## config.mk

```make
export PLATFORM = sky130hd
export DESIGN_NAME = seq_detector_prog
export DESIGN_NICKNAME = d
export VERILOG_FILES = /design/src/rtl/seq_detector_pkg.sv /design/src/rtl/seq_match_core.sv /design/src/rtl/seq_detector_prog.sv
export SDC_FILE = /design/constraint.sdc
export NUM_CORES = 1
export LEC_CHECK = 0
export ABC_CLOCK_PERIOD_IN_PS = 4690
export CAP_MARGIN = 20
export CORE_ASPECT_RATIO = 0.8
export CORE_MARGIN = 2
export CORE_UTILIZATION = 35
export DETAILED_ROUTE_END_ITERATION = 8
export SLEW_MARGIN = 0
export SYNTH_ARGS = -nofsm -noshare
export SYNTH_HDL_FRONTEND = slang
export SYNTH_HIERARCHICAL = 1
export SYNTH_SLANG_ARGS = --single-unit
```

## constraint.sdc

```tcl
create_clock -name clk -period 4.69 [get_ports clk]
set_input_delay 0.938 -clock clk [delete_from_list [all_inputs] [get_ports clk]]
set_output_delay 0.938 -clock clk [all_outputs]
set_load 0.01 [all_outputs]
```

## src/rtl/seq_detector_pkg.sv

```systemverilog
// Shared constants and helpers for the programmable sequence detector.
// Build with SEQDET_MATCH_CNT_EN defined to enable the saturating match counter.
package seq_detector_pkg;

  localparam int DEF_MAX_LEN = 8;
  localparam int DEF_CNT_W   = 8;

  // Widest pattern the mask helper supports.
  localparam int MASK_W = 64;

  // A requested length longer than the hardware supports uses the full width.
  function automatic int unsigned clamp_len(input int unsigned len,
                                            input int unsigned max_len);
    return (len > max_len) ? max_len : len;
  endfunction

  // Ones in the low `len` bits. Used to ignore pattern and history bits above the active length.
  function automatic logic [MASK_W-1:0] len_mask(input int unsigned len);
    logic [MASK_W-1:0] m;
    if (len >= MASK_W) m = '1;
    else               m = (MASK_W'(1) << len) - MASK_W'(1);
    return m;
  endfunction

endpackage

```

## src/rtl/seq_match_core.sv

```systemverilog
// Holds the history shift register and the fill counter.
// Compares the last len-1 bits plus the current bit against the pattern, giving the Mealy output y.
module seq_match_core
  import seq_detector_pkg::*;
#(
  parameter int MAX_LEN = DEF_MAX_LEN,
  parameter int LEN_W   = $clog2(MAX_LEN + 1)
) (
  input  logic               clk,
  input  logic               rst,
  input  logic               clear,
  input  logic [MAX_LEN-1:0] pattern,
  input  logic [LEN_W-1:0]   len,
  input  logic               overlap,
  input  logic               in_valid,
  input  logic               x,
  output logic               y
);

  localparam int FILL_W = LEN_W + 1;

  logic [MAX_LEN-1:0] hist_q, hist_d;
  logic [LEN_W-1:0]   fill_q, fill_d;
  logic [MASK_W-1:0]  mask_full;
  logic [MAX_LEN-1:0] mask;
  logic [MAX_LEN-1:0] window;
  logic               fill_ok;
  logic               match;

  always_comb begin
    mask_full = len_mask(32'(len));
    mask      = mask_full[MAX_LEN-1:0];
    window    = {hist_q[MAX_LEN-2:0], x};
    // fill >= len-1, written as fill+1 >= len so len = 0 cannot underflow.
    fill_ok   = (FILL_W'(fill_q) + FILL_W'(1)) >= FILL_W'(len);
    match     = in_valid && !clear && (len != '0) && fill_ok &&
                ((window & mask) == (pattern & mask));
  end

  assign y = match;

  // NOTE: every variable gets a default before any branch, so no path leaves one unassigned and no latch is inferred.
  always_comb begin
    hist_d = hist_q;
    fill_d = fill_q;
    if (clear) begin
      hist_d = '0;
      fill_d = '0;
    end else if (in_valid) begin
      hist_d = {hist_q[MAX_LEN-2:0], x};
      if (match && !overlap)
        fill_d = '0;
      else if (fill_q != LEN_W'(MAX_LEN))
        fill_d = fill_q + LEN_W'(1);
    end
  end

  // NOTE: flops use non-blocking assignment, so every register samples the values from before the clock edge.
  always_ff @(posedge clk or posedge rst) begin
    if (rst) begin
      hist_q <= '0;
      fill_q <= '0;
    end else begin
      hist_q <= hist_d;
      fill_q <= fill_d;
    end
  end

endmodule

```

## src/rtl/seq_detector_prog.sv

```systemverilog
// Runtime-programmable Mealy serial sequence detector with config registers, registered y_q and an optional counter.
// Defining SEQDET_MATCH_CNT_EN adds the saturating match counter; otherwise match_cnt and cnt_sat read as 0.
module seq_detector_prog
  import seq_detector_pkg::*;
#(
  parameter int MAX_LEN = DEF_MAX_LEN,
  parameter int CNT_W   = DEF_CNT_W,
  parameter int LEN_W   = $clog2(MAX_LEN + 1)
) (
  input  logic               clk,
  input  logic               rst,
  input  logic               cfg_load,
  input  logic [MAX_LEN-1:0] cfg_pattern,
  input  logic [LEN_W-1:0]   cfg_len,
  input  logic               cfg_overlap,
  input  logic               in_valid,
  input  logic               x,
  output logic               y,
  output logic               y_q,
  output logic [CNT_W-1:0]   match_cnt,
  output logic               cnt_sat
);

  logic [MAX_LEN-1:0] pattern_q, pattern_d;
  logic [LEN_W-1:0]   len_q, len_d;
  logic               overlap_q, overlap_d;
  logic               y_q_d;

  always_comb begin
    pattern_d = pattern_q;
    len_d     = len_q;
    overlap_d = overlap_q;
    if (cfg_load) begin
      pattern_d = cfg_pattern;
      len_d     = LEN_W'(clamp_len(32'(cfg_len), MAX_LEN));
      overlap_d = cfg_overlap;
    end
  end

  // The core suppresses y during cfg_load, so this also clears y_q on a load.
  assign y_q_d = y;

  always_ff @(posedge clk or posedge rst) begin
    if (rst) begin
      pattern_q <= '0;
      len_q     <= '0;
      overlap_q <= 1'b0;
      y_q       <= 1'b0;
    end else begin
      pattern_q <= pattern_d;
      len_q     <= len_d;
      overlap_q <= overlap_d;
      y_q       <= y_q_d;
    end
  end

  seq_match_core #(
    .MAX_LEN (MAX_LEN),
    .LEN_W   (LEN_W)
  ) u_core (
    .clk      (clk),
    .rst      (rst),
    .clear    (cfg_load),
    .pattern  (pattern_q),
    .len      (len_q),
    .overlap  (overlap_q),
    .in_valid (in_valid),
    .x        (x),
    .y        (y)
  );

`ifdef SEQDET_MATCH_CNT_EN
  localparam logic [CNT_W-1:0] CNT_MAX = '1;

  logic [CNT_W-1:0] cnt_q, cnt_d;
  logic             sat_q, sat_d;

  always_comb begin
    cnt_d = cnt_q;
    sat_d = sat_q;
    if (cfg_load) begin
      cnt_d = '0;
      sat_d = 1'b0;
    end else if (y && (cnt_q != CNT_MAX)) begin
      cnt_d = cnt_q + CNT_W'(1);
      sat_d = (cnt_d == CNT_MAX);
    end
  end

  always_ff @(posedge clk or posedge rst) begin
    if (rst) begin
      cnt_q <= '0;
      sat_q <= 1'b0;
    end else begin
      cnt_q <= cnt_d;
      sat_q <= sat_d;
    end
  end

  assign match_cnt = cnt_q;
  assign cnt_sat   = sat_q;
`else
  assign match_cnt = '0;
  assign cnt_sat   = 1'b0;
`endif

endmodule

```

* After elaboration in Yosys (flattened, before gate mapping) *
Cells that the tools add are included.

storage, ports and cells
  register bits = 25
  bits in latches = 0
  memory bits (writable) = 0
  memory bits (read-only) = 0
  input port bits = 18
  output and inout port bits = 11
  word-level logic and storage cells = 34
  memories = 0

cells by class
  add/sub/neg operators = 3
  $mul = 0
  div/mod/pow operators = 0
  order comparisons = 2
  eq/ne operators = 2
  shifts and indexed selects = 1
  mux-type cells = 7
  bitwise logic cells = 2
  reduce and logical (&&, ||, !) cells = 11

operators by type and width
  operator                                                            number
  4-bit two-way mux                                                   5
  8-bit bitwise AND                                                   2
  7-bit two-way mux                                                   2
  8-bit equality test                                                 1
  1-bit by 4-bit << shifter with 8-bit output, first input constant   1
  8-bit by 2-bit subtractor with 8-bit output, second input constant  1
  4-bit by 1-bit adder with 5-bit output, second input constant       1
  5-bit by 4-bit >= comparator with 1-bit output                      1
  1-bit logical AND                                                   5
  4-bit by 1-bit adder with 4-bit output, second input constant       1
  4-bit > comparator, second input constant                           1
  4-bit inequality test, second input constant                        1
  4-bit nonzero test                                                  1
  3-bit nonzero test                                                  1
  1-bit logical NOT                                                   2
  2-bit AND reduction                                                 1
  2-bit nonzero test                                                  1

* Logic depth before layout (Yosys ltp) *
Gate-level depths: netlist of the first run.

  word-level depth = 9
  mapped depth = 9
  mapped depth without buffers = 9

* Hierarchy *
The synthesis of the first run kept the hierarchy.

modules (own cells, without submodules)
  module             instances  cells an instance  area each (sq um)  sequential area each (sq um)
  seq_match_core     1          98                 885.8              275.3
  seq_detector_prog  1          42                 589.3              350.3

* Worst setup path after synthesis of the first run *
Ideal clock, no wire load.

  path type = register to output
  from = register len_q[1]
  to = output y
  arrival = 2.190 ns
  setup slack = 1.562 ns
  cell stages (with the launch flop) = 7
  path buffers = 0
  cells stage by stage = dfrtp_1 -> or4_4 -> ha_1 -> and2_1 -> o2111ai_1 -> nand4bb_1 -> nor4b_1

on the way
  word-level cells in the longest chain between the ends = 5
  elaborated cells on any way between the ends = 10
  those cells by class = 1 x add/sub; 1 x order compare; 1 x eq/ne; 1 x shift; 2 x bitwise; 4 x reduce/logical

RTL lines
  element                                      RTL line                 RTL
  start, declared                              seq_detector_prog.sv:25  logic [LEN_W-1:0] len_q, len_d;
  start signal, assigned                       seq_detector_prog.sv:51  len_q <= len_d;
  1-bit by 4-bit << shifter with 8-bit output  seq_detector_pkg.sv:21   else m = (MASK_W'(1) << len) - MASK_W'(1);
  8-bit by 2-bit subtractor with 8-bit output  seq_detector_pkg.sv:21
  8-bit bitwise AND                            seq_match_core.sv:37     ((window & mask) == (pattern & mask));
  8-bit equality test                          seq_match_core.sv:37
  1-bit logical AND *                          seq_match_core.sv:36     match = in_valid && !clear && (len != '0) && fill_ok &&
  end, declared                                seq_detector_prog.sv:18  output logic y,

Mark *: on every way between the ends. The rest lies on a longest branch, timed or not.

* Final worst setup path of the first run *
Same ends and word-level chain as after synthesis.

==> results of run 1 <==
## how the worst min path moves through the flow
stage	from	end	slack [ps]	cells after the start
after global placement	overlap_q$_DFFE_PP0P_	overlap_q$_DFFE_PP0P_	510	1
final	overlap_q$_DFFE_PP0P_	overlap_q$_DFFE_PP0P_	530	1
after detailed placement	overlap_q$_DFFE_PP0P_	overlap_q$_DFFE_PP0P_	510	1
after global routing	pattern_q[7]$_DFFE_PP0P_	pattern_q[7]$_DFFE_PP0P_	560	1
after floorplan	overlap_q$_DFFE_PP0P_	overlap_q$_DFFE_PP0P_	480	1
after CTS	overlap_q$_DFFE_PP0P_	overlap_q$_DFFE_PP0P_	540	1
## cell families after synthesis
kind of cell	Yosys count	share of synthesized area, %
simple gates	37	15.3
flops	25	42.4
compound gates	21	8.82
buf+inv	21	8.40
mux	17	12.4
xor+xnor	11	6.53
fa+ha+maj	7	5.94
other cells	1	0.254
## metrics by stage
step / area (um2) / hold WS, ps / cells / total power (uW) / setup slack [ps]
global placement: 1690 / 512 / 213 / 334 / 833
detailed placement: 1690 / 514 / 213 / 337 / 756
CTS: 1740 / 538 / 217 / 470 / 634
finish: 1740 / 534 / 217 / 463 / 641
global route: 1740 / 556 / 217 / 494 / 456
floorplan: 1510 / 481 / 148 / 311 / 1560
## registers in the layout, summed over array words and instances (netlist names)
name,count
overlap_q,1
len_q,4
u_core/fill_q,4
y_q,1
pattern_q,8
u_core/hist_q,7
## layer usage
metal  track usage, %  vias up  wire, um
met5                0        -         0
met4             4.94        0        53
met3             3.47        7       167
met2             22.3       38      1270
met1             16.9      496      1330
li1                 -      513         -
## Yosys cell counts
library cell / n
a211oi_1: 1
dfrtp_1: 25
ha_1: 7
buf_4: 10
nand4b_1: 2
a22o_1: 2
buf_6: 1
a31oi_1: 2
o22ai_1: 2
o2111ai_1: 1
o2bb2ai_1: 1
nand2b_1: 5
nor2_1: 12
mux2_2: 10
clkbuf_1: 2
xor2_1: 4
nand4bb_2: 1
and2_1: 1
xnor2_1: 7
o211ai_1: 1
or4_4: 1
nand4bb_1: 1
nor3_1: 2
nor2b_1: 2
nor4b_2: 1
inv_2: 1
nand3_1: 5
a21oi_1: 6
nand2_1: 2
inv_1: 7
nor4b_1: 1
nor3b_1: 1
mux2i_1: 7
conb_1: 1
o21ai_0: 5
## worst max-delay path: cells and delay by family, from the launching register on
family | cells | cell delay, ps
compound gates | 1 | 180
fa+ha+maj | 1 | 270
buf+inv | 1 | 630
flops | 1 | 470
simple gates | 4 | 1310
## cell type report
cell class / count / area, um2
fill: 396 / 2390
multi-input combinational: 102 / 756
sequential: 25 / 626
timing repair buffer: 21 / 205
tap: 57 / 71.3
clock buffer: 3 / 41.3
inverter: 8 / 30.0
clock inverter: 1 / 7.51
## report_power, final
part | total, uW | switching [uW] | internal [uW]
clock network | 130 | 70.0 | 60.2
registers | 244 | 15.9 | 228
logic | 88.2 | 40.6 | 47.6
==> impl_metrics.ini, run 1 <==
[grt]
grt_antenna_before_repair = 0
overflow = 0
grt_use_total_pct = 13.2
grt_max_degree = 25
grt_pass1_wl_mm = 4.90
grt_pass1_vias = 1038

[layout]
postLayoutCoreUtil_pct = 42.1
area_delta_synth_final_pct = 17.7
drive_gt1_share_pct = 12.5
diodes = 0
final_cell_mix = dfrtp_1, clkdlybuf4s50_1, nor2_1
nets = 186
layout_commonest_cell = dfrtp_1

[route]
drt_first_iter_violations = 52
vias = 1054
drc_errors = 0
dr.pass1.iters = 4
vias_per_cell = 4.86
ant_nets = 0
wl_per_cell_um = 13.0
wl_mm = 2.82

[placement]
port_buffers = 19
hpwl_mm = 2.15
gp_congestion = 0.786

[run]
drv_cap = 0

[worst_setup_path]
path_cells = or4_4, ha_1, and2_1, o2111ai_1, nand4bb_1, nor4b_1, clkdlybuf4s50_1
r2r_end = u_core/fill_q[1]$_DFFE_PP0P_
required_ps = 3750
end_kind = output pin
worst_r2r_path_depth = 8
critPathKind = reg2out
cp.arrival_ps = 3110
timing.rr.start = len_q[1]$_DFFE_PP0P_
max_stage_delay_ps = 630
startpoint = len_q[1]$_DFFE_PP0P_
cpMaxStageDelayCell = clkdlybuf4s50_1
worstPathMaxFanout = 8
crit_end = y
start_kind = flip-flop
reg2reg_slack_ps = 2220

[yosys]
synth_area_per_cell_um2 = 10.5
synth_largest_area_cell = dfrtp_1
syn_area_um2 = 1480
syn_inst = 140
ys_seq_area_share_pct = 42.4
synth_warnings = 6
synth_cell_type_count = 35
ys_seq_elements = 25
yosysTopAreaCellShare_pct = 42.4
synth_area_leaders = dfrtp_1, mux2_2, ha_1

[timing]
rsz0062_at_grt = no
worst_pin_slew_ps = 549
min_period_ps = 4050
slew_viol_final = 0
finalSetupViolCount = 0
finalCritPeriodShare_pct = 86.3
tns_ps = 0
finClkSkew_ps = 2.54
fmax_mhz = 247
hold_viol_final = 0
slew_headroom_pct = 63.3

[cts]
insertion_delay_ps = 270
clock-root-buffer = clkbuf_8
ctsResizeCount = 0
post_cts_buffers = 0
hold_buffers = 0
h-tree-depth = 1
clk_pin_slew_ps = 90
clock_path_buffers = 2
cts.sinks = 25
cts_tree = built
cts_buffers = 3

[power_and_ir_drop]
ir_worst_vdd_mv = 0.116
leakagePower_uw = 0.000756
power_density_nw_per_um2 = 266

[floorplan]
initial_core_util_pct = 35.8
dieArea_um2 = 4750
die_x_um = 76.6
rows = 21
die_y_um = 62.1
pin_count = 29
core_um2 = 4130

[outcome]
status = finished clean

[worst_hold_path]
timing.hold.worst.class = reg2reg
Note: power is estimated with default switching activity, not from simulation.
==> run 2, diff against run 1 <==
CORE_ASPECT_RATIO = not set   (was 0.8)
==> impl_metrics.ini, run 2 (same netlist as run 1, synthesis figures left out) <==
[grt]
grt_use_total_pct = 14.1
overflow = 0
grt_max_degree = 25
grt_pass1_wl_mm = 4.84
grt_pass1_vias = 1067
grt_antenna_before_repair = 0

[layout]
nets = 186
drive_gt1_share_pct = 12.5
area_delta_synth_final_pct = 17.1
design_area_um2 = 1730
diodes = 0
largest_reg_flops = 8
layout_commonest_cell = dfrtp_1
top_register = pattern_q
postLayoutCoreUtil_pct = 42.9
top_regs = pattern_q x8, u_core/hist_q x7
final_cell_mix = dfrtp_1, clkdlybuf4s50_1, nor2_1

[timing]
tns_ps = 0
finalSetupViolCount = 0
rsz0062_at_grt = no
finalCritPeriodShare_pct = 89.4
fmax_mhz = 238
finalWorstSetupSlack_ps = 495
slew_viol_final = 0
hold_viol_final = 0
slew_headroom_pct = 63.5
worst_pin_slew_ps = 548
min_period_ps = 4190
finClkSkew_ps = 2.10

[worst_setup_path]
r2r_end = u_core/fill_q[1]$_DFFE_PP0P_
cp.arrival_ps = 3260
start_kind = flip-flop
required_ps = 3750
critPathKind = reg2out
timing.rr.start = len_q[1]$_DFFE_PP0P_
worstPathMaxFanout = 8
worst_r2r_path_depth = 8
end_kind = output pin
reg2reg_slack_ps = 2160

[cts]
post_cts_buffers = 0
cts_tree = built
hold_buffers = 0
h-tree-depth = 1
clk_pin_slew_ps = 90
clock_path_buffers = 2
clock-root-buffer = clkbuf_8
ctsResizeCount = 0
cts.sinks = 25
cts_buffers = 3
insertion_delay_ps = 270

[floorplan]
pin_count = 29
rows = 23
initial_core_util_pct = 36.6
dieArea_um2 = 4750
die_y_um = 68.9
die_x_um = 68.9
core_um2 = 4030

[power_and_ir_drop]
leakagePower_uw = 0.000756
power_density_nw_per_um2 = 268
total_power_uw = 463
ir_worst_vdd_mv = 0.193

[route]
drt_first_iter_violations = 73
vias_per_cell = 4.93
drc_errors = 0
wl_mm = 2.93
vias = 1036
dr.pass1.iters = 4
ant_nets = 0
wl_per_cell_um = 14.0

[placement]
gp_congestion = 0.718
port_buffers = 19
place_area_um2 = 1680
dp_slack_ps = 748
hpwl_mm = 2.20

[outcome]
status = finished clean

[worst_hold_path]
timing.hold.worst.class = reg2reg
whs_endpoint = overlap_q$_DFFE_PP0P_
holdPathStages = 1
min-delay-start = overlap_q$_DFFE_PP0P_

[run]
drv_cap = 0
run 2: cell counts in the layout (fill, tap and decap cells not counted):
No cell type changed its count.
run 2: layout make-up:
| type | count | area, um2 |
|---|---|---|
| Multi-Input combinational cell | 102 | 756 |
| Tap cell | 50 | 62.6 |
| Sequential cell | 25 | 626 |
| Clock inverter | 1 | 7.51 |
| Fill cell | 392 | 2300 |
| Timing Repair Buffer | 21 | 205 |
| Clock buffer | 3 | 41.3 |
| Inverter | 8 | 30.0 |
run 2: layer usage:
layer	global-route usage (%)	share of wire [%]	up-vias
met1	15.8	43	497
met4	3.68	0.85	0
met2	26.2	52	25
met5	0	0	-
met3	3.57	4.1	2
li1	-	-	512
run 2: worst max path at each step:
stage	from	end	slack, ps
6_report	len_q[1]$_DFFE_PP0P_	y	500
5_1_grt	len_q[1]$_DFFE_PP0P_	y	380
4_1_cts	len_q[1]$_DFFE_PP0P_	y	530
3_5_place_dp	x	y	750
3_3_place_gp	x	y	810
2_1_floorplan	len_q[1]$_DFFE_PP0P_	y	1560
run 2: per-stage QoR:
stage                     std cells  hold WS [ps]
after floorplan                 148           481
after global placement          206           511
after detailed placement        206           520
after CTS                       210           543
after global routing            210           549
final                           210           533
run 2: report_power, final:
group	switching (uW)	internal (uW)
Clock	70.9	60.2
Combinational	40.4	47.7
Sequential	15.4	228
Total	127	336
run 2: worst max-delay path, cell delays in order, from the launching register on:
cell and delay (ps):
dfrtp_1 470, or4_4 580, ha_1 270, and2_1 150, o2111ai_1 200, nand4bb_1 160, nor4b_1 510, clkdlybuf4s50_1 640
